`config.mk`:
```
export PLATFORM = sky130hd
export DESIGN_NAME = alu_seq
export DESIGN_NICKNAME = d
export VERILOG_FILES = /design/src/rtl/alu_seq.sv
export SDC_FILE = /design/constraint.sdc
export NUM_CORES = 1
export LEC_CHECK = 0
export ABC_AREA = 1
export CORE_ASPECT_RATIO = 1.75
export CORE_UTILIZATION = 43
export CTS_CLUSTER_DIAMETER = 200
export DETAILED_ROUTE_END_ITERATION = 10
export PLACE_DENSITY = 0.69
export SYNTH_ARGS = -nofsm -noshare
export SYNTH_HDL_FRONTEND = slang
export SYNTH_SLANG_ARGS = --single-unit
```
`constraint.sdc`:
```
create_clock -name clk -period 6.47 [get_ports clk]
set_input_delay 1.294 -clock clk [delete_from_list [all_inputs] [get_ports clk]]
set_output_delay 1.294 -clock clk [all_outputs]
set_load 0.005 [all_outputs]
```
`src/rtl/alu_seq.sv`:
```
`default_nettype none
// ============================================================================
//  Module   : alu_seq
//  Purpose  : Sequencing controller for an external combinational 16-bit ALU.
//             It holds a 4 x 16 register file. It accepts one command at a
//             time, presents registered operands/opcode to the ALU, and
//             captures the ALU result one cycle later. It writes that result
//             back to the register file and offers it on a valid/ready
//             result port.
//  Revision : 1.0  initial release
// ----------------------------------------------------------------------------
//  Ports
//    clk, rst          clock (rising edge), asynchronous active-high reset
//    cmd_valid/ready   command handshake (ready only while idle)
//    cmd_op            ALU opcode for this command
//    cmd_rd/ra/rb      destination / operand-A / operand-B register indices
//    cmd_imm_sel       1: operand B comes from cmd_imm instead of rf[cmd_rb]
//    cmd_imm           immediate operand
//    alu_a/alu_b       registered operands driven to the ALU
//    alu_sel           registered opcode driven to the ALU
//    alu_out           ALU result (combinational from alu_a/alu_b/alu_sel)
//    alu_carry         ALU carry-out of A+B
//    res_valid/ready   result handshake
//    res_data/carry    captured result and carry (carry only for ADD)
//    op_count          count of handshaken results, wraps at 16 bits
//    dbg_addr/data     combinational register-file read port
// ============================================================================
module alu_seq (
  input  logic        clk,
  input  logic        rst,
  input  logic        cmd_valid,
  output logic        cmd_ready,
  input  logic [3:0]  cmd_op,
  input  logic [1:0]  cmd_rd,
  input  logic [1:0]  cmd_ra,
  input  logic [1:0]  cmd_rb,
  input  logic        cmd_imm_sel,
  input  logic [15:0] cmd_imm,
  output logic [15:0] alu_a,
  output logic [15:0] alu_b,
  output logic [3:0]  alu_sel,
  input  logic [15:0] alu_out,
  input  logic        alu_carry,
  output logic        res_valid,
  input  logic        res_ready,
  output logic [15:0] res_data,
  output logic        res_carry,
  output logic [15:0] op_count,
  input  logic [1:0]  dbg_addr,
  output logic [15:0] dbg_data
);

  localparam logic [3:0] OP_ADD   = 4'b0000;
  localparam logic [3:0] OP_CLEAR = 4'b0111;

  typedef enum logic [1:0] {
    S_IDLE = 2'd0,
    S_EXEC = 2'd1,
    S_RESP = 2'd2
  } state_t;

  state_t      state_q;
  logic [15:0] rf_q [4];
  logic [15:0] alu_a_q;
  logic [15:0] alu_b_q;
  logic [3:0]  alu_sel_q;
  logic [1:0]  rd_q;
  logic [15:0] res_data_q;
  logic        res_carry_q;
  logic [15:0] op_count_q;

  // Next-value terms used by the state machine
  logic [15:0] alu_b_d;
  logic        res_carry_d;
  logic [15:0] op_count_d;

  // Writeback always completes before the next acceptance (minimum spacing
  // is three cycles), so a plain read of rf_q already sees the newest data
  // and no bypass path is needed.
  assign alu_b_d     = cmd_imm_sel ? cmd_imm : rf_q[cmd_rb];
  assign res_carry_d = (alu_sel_q == OP_ADD) ? alu_carry : 1'b0;
  assign op_count_d  = op_count_q + 16'd1;   // natural 16-bit wrap

  always_ff @(posedge clk or posedge rst) begin
    if (rst) begin
      state_q     <= S_IDLE;
      alu_a_q     <= '0;
      alu_b_q     <= '0;
      alu_sel_q   <= OP_CLEAR;
      rd_q        <= '0;
      res_data_q  <= '0;
      res_carry_q <= 1'b0;
      op_count_q  <= '0;
      for (int i = 0; i < 4; i++) begin
        rf_q[i] <= '0;
      end
    end else begin
      case (state_q)
        S_IDLE: begin
          if (cmd_valid) begin
            alu_a_q   <= rf_q[cmd_ra];
            alu_b_q   <= alu_b_d;
            alu_sel_q <= cmd_op;
            rd_q      <= cmd_rd;
            state_q   <= S_EXEC;
          end
        end
        S_EXEC: begin
          // The ALU has had a full cycle to settle on the registered operands
          res_data_q  <= alu_out;
          res_carry_q <= res_carry_d;
          rf_q[rd_q]  <= alu_out;
          state_q     <= S_RESP;
        end
        S_RESP: begin
          // Result is held stable until the consumer takes it
          if (res_ready) begin
            op_count_q <= op_count_d;
            state_q    <= S_IDLE;
          end
        end
        default: begin
          state_q <= S_IDLE;
        end
      endcase
    end
  end

  assign cmd_ready = (state_q == S_IDLE);
  assign res_valid = (state_q == S_RESP);
  assign alu_a     = alu_a_q;
  assign alu_b     = alu_b_q;
  assign alu_sel   = alu_sel_q;
  assign res_data  = res_data_q;
  assign res_carry = res_carry_q;
  assign op_count  = op_count_q;
  assign dbg_data  = rf_q[dbg_addr];

endmodule
`default_nettype wire
```
==> run metrics <==
status=finished clean; area added between synthesis and finish=29.19%; Crit path required time=5.18 ns; multi-input logic area=2844 sq um; final hold violations=0; H-tree depth=4; largest clock skew in the final design=0.008826 ns; final worst setup slack=1.467 ns; global-route wire length before repair=30.53 mm; final layout net count=1,016; pins over their slew limit=0; Setup crit start kind=input port; maximum capacitance violations=0; relative max-transition margin=27.29%; Rows=60; Hold WC Path Type=flip-flop to flip-flop; maximum number of pins on one net before global-route repair=90; number of ports placed on the die boundary=137; total power of the final layout=3858 uW; Highest Clock Rate=199.9 MHz; initial core utilization=43.77%; Port Buf Inserts=136; routability congestion estimate=0.8662; Post-Syn Nets=907; cell type with the largest total area after synthesis=sky130_fd_sc_hd__dfrtp_1; Post-CTS Setup Repair Bufs=0; Post-Syn Instances=856; die outline width=96.39 um; final-layout fill cell count=1,471; detailed-route DRC error count=0; Die H=167.2 um; most used cells in the layout excluding fill and tap cells=sky130_fd_sc_hd__nand2_1, sky130_fd_sc_hd__o21ai_0, sky130_fd_sc_hd__nor2_1; power per standard cell area=445.5 nW/um^2; clock latency at the later pin of the worst-skew pair=0.42 ns; fraction of post-synthesis cell area in the top cell type by area=50.02%; cts-stage hold buffer count=0; Routed Antenna Nets=0; clock slew at the register clock pins of the worst setup and hold paths=0.06 ns; Post-Place Worst Slack=1.556 ns; fraction of final layout cells sized beyond drive strength 1=5.419%; antenna violations before repair=0; Final Cycle Share=77.32%; area of the mapped netlist=6704 sq um; via count of the first global-routing pass=5,972; top fanout value on the critical path=17; Vias per Instance=5.390; Min Clock Period, post-route=5.003 ns; Worst Path Class, Setup=input port to output port; count of synthesis-stage warnings from yosys=0; GRT Total Usage=25.13%; final wirelength=19.09 mm; Static Leakage=0.003852 uW; sequential-to-total area share from yosys stat=51.19%; CTS Buffer Depth=2; drt pass-1 iters=5; critical path capture point type=output port; total via count in the routed design=6,274; Post-Route Hold Slack=0.4726 ns; library cell used as clock root buffer=sky130_fd_sc_hd__clkbuf_16; clock buffers created by TritonCTS=17; core footprint=15,310 sq um; Total Negative Setup Slacks=0 ns; number of DRC violations after detailed-routing iteration 0=471; sink count of the clock tree=137; post-detailed-route wirelength per cell=16.40 um; unrepaired setup endpoints after global routing=no; number of library cell types mapped by synthesis=24; clock tree from TritonCTS=yes; largest cells by area after synthesis=sky130_fd_sc_hd__dfrtp_1, sky130_fd_sc_hd__o21ai_0, sky130_fd_sc_hd__nand2_1; post-synthesis register bit count=137; total global routing overflow=0; final setup violating endpoints=0; maximum VDD drop=0.2672 mV; most frequent standard cell in the layout excluding fill and tap cells=sky130_fd_sc_hd__nand2_1; depth of the worst hold-timing path=2; measured slew at the worst slew-check pin=1.088 ns; antenna diode count=0; area of all sequential standard cells=3432 sq um; r2r worst-path depth=3; post-detailed-placement half-perimeter wirelength=12.82 mm; syn avg cell area=7.832 sq um; DIE AREA=16,110 sq um; post-cts repair resize count=0; arrival time at the worst endpoint=3.71 ns
## worst max-delay path, cell delays in order
cell and delay (ns):
sky130_fd_sc_hd__clkdlybuf4s50_1 0.77, sky130_fd_sc_hd__inv_1 0.61, sky130_fd_sc_hd__o21ai_0 0.17, sky130_fd_sc_hd__o22ai_1 0.28
sky130_fd_sc_hd__clkdlybuf4s50_1 0.56
## cell usage after synthesis
cell type / n
sky130_fd_sc_hd__nand2_1: 184
sky130_fd_sc_hd__o21ai_0: 149
sky130_fd_sc_hd__nor2_1: 142
sky130_fd_sc_hd__dfrtp_1: 134
sky130_fd_sc_hd__nand3_1: 55
sky130_fd_sc_hd__inv_1: 40
sky130_fd_sc_hd__a21oi_1: 32
sky130_fd_sc_hd__buf_2: 27
sky130_fd_sc_hd__clkbuf_1: 22
sky130_fd_sc_hd__a31oi_1: 16
sky130_fd_sc_hd__o22ai_1: 16
sky130_fd_sc_hd__xor2_1: 6
sky130_fd_sc_hd__xnor2_1: 5
sky130_fd_sc_hd__buf_6: 4
sky130_fd_sc_hd__inv_2: 4
sky130_fd_sc_hd__nand4_1: 4
sky130_fd_sc_hd__nor2_4: 4
sky130_fd_sc_hd__dfstp_2: 3
sky130_fd_sc_hd__nand2_2: 2
sky130_fd_sc_hd__nor3_1: 2
sky130_fd_sc_hd__o21ai_1: 2
sky130_fd_sc_hd__ha_1: 1
sky130_fd_sc_hd__nand3_2: 1
sky130_fd_sc_hd__nand3_4: 1
## cells by family after synthesis
kind of cell    count (synthesis)  share of synthesized area, %
xor+xnor                       11                         1.437
buf+inv                        97                         6.383
simple gates                  395                         24.15
flops                         137                         51.19
compound gates                215                         16.65
fa+ha+maj                       1                        0.1866
## flip-flops by register name, summed over array words and instances (netlist names)
signal     count
res_carry      1
res_data      16
op_count      16
alu_b         16
alu_sel        4
alu_a         16
rf_q          64
state_q        2
rd_q           2
## per-layer routing
metal | wire length, um | up-vias | GRT usage, %
met3 | 1213 | 40 | 5.540
met4 | 554 | 0 | 12.34
met1 | 7640 | 2918 | 29.80
li1 | - | 3056 | -
met2 | 9678 | 260 | 42.09
met5 | 0 | - | 0
## where the power goes
part / switching (uW) / leakage (uW) / internal [uW]
combinational: 624 / 0.00194 / 686
clock: 370 / 0.000272 / 559
sequential: 365 / 0.00164 / 1250
total: 1360 / 0.00385 / 2500
## worst paths after layout
kind                             start            to  slack [ns]
max in group asynchronous          rst   res_data[5]        3.91
hold reg to reg             alu_sel[2]    alu_sel[2]        0.47
setup reg to reg            state_q[1]      rf_q[57]        4.62
hold / removal              alu_sel[2]    alu_sel[2]        0.47
min in group asynchronous          rst  res_data[11]        1.38
setup / recovery           dbg_addr[1]   dbg_data[4]        1.47
## area by class of cell
type,count,share of cell area (%)
inverter,44,1.965
clock inverter,10,1.084
clock buffer,22,5.475
multi-input combinational,622,32.84
tap,186,2.687
sequential,137,39.63
timing repair buffer,143,16.32
## metrics by stage
stage	util [%]	cells	instance area (sq um)
floorplan	-	856	6704
global placement	52.84	1132	8093
detailed placement	52.84	1132	8093
CTS	56.55	1164	8661
global route	56.55	1164	8661
finish	56.55	1164	8661
No activity file was read; power rests on OpenSTA's default activity.
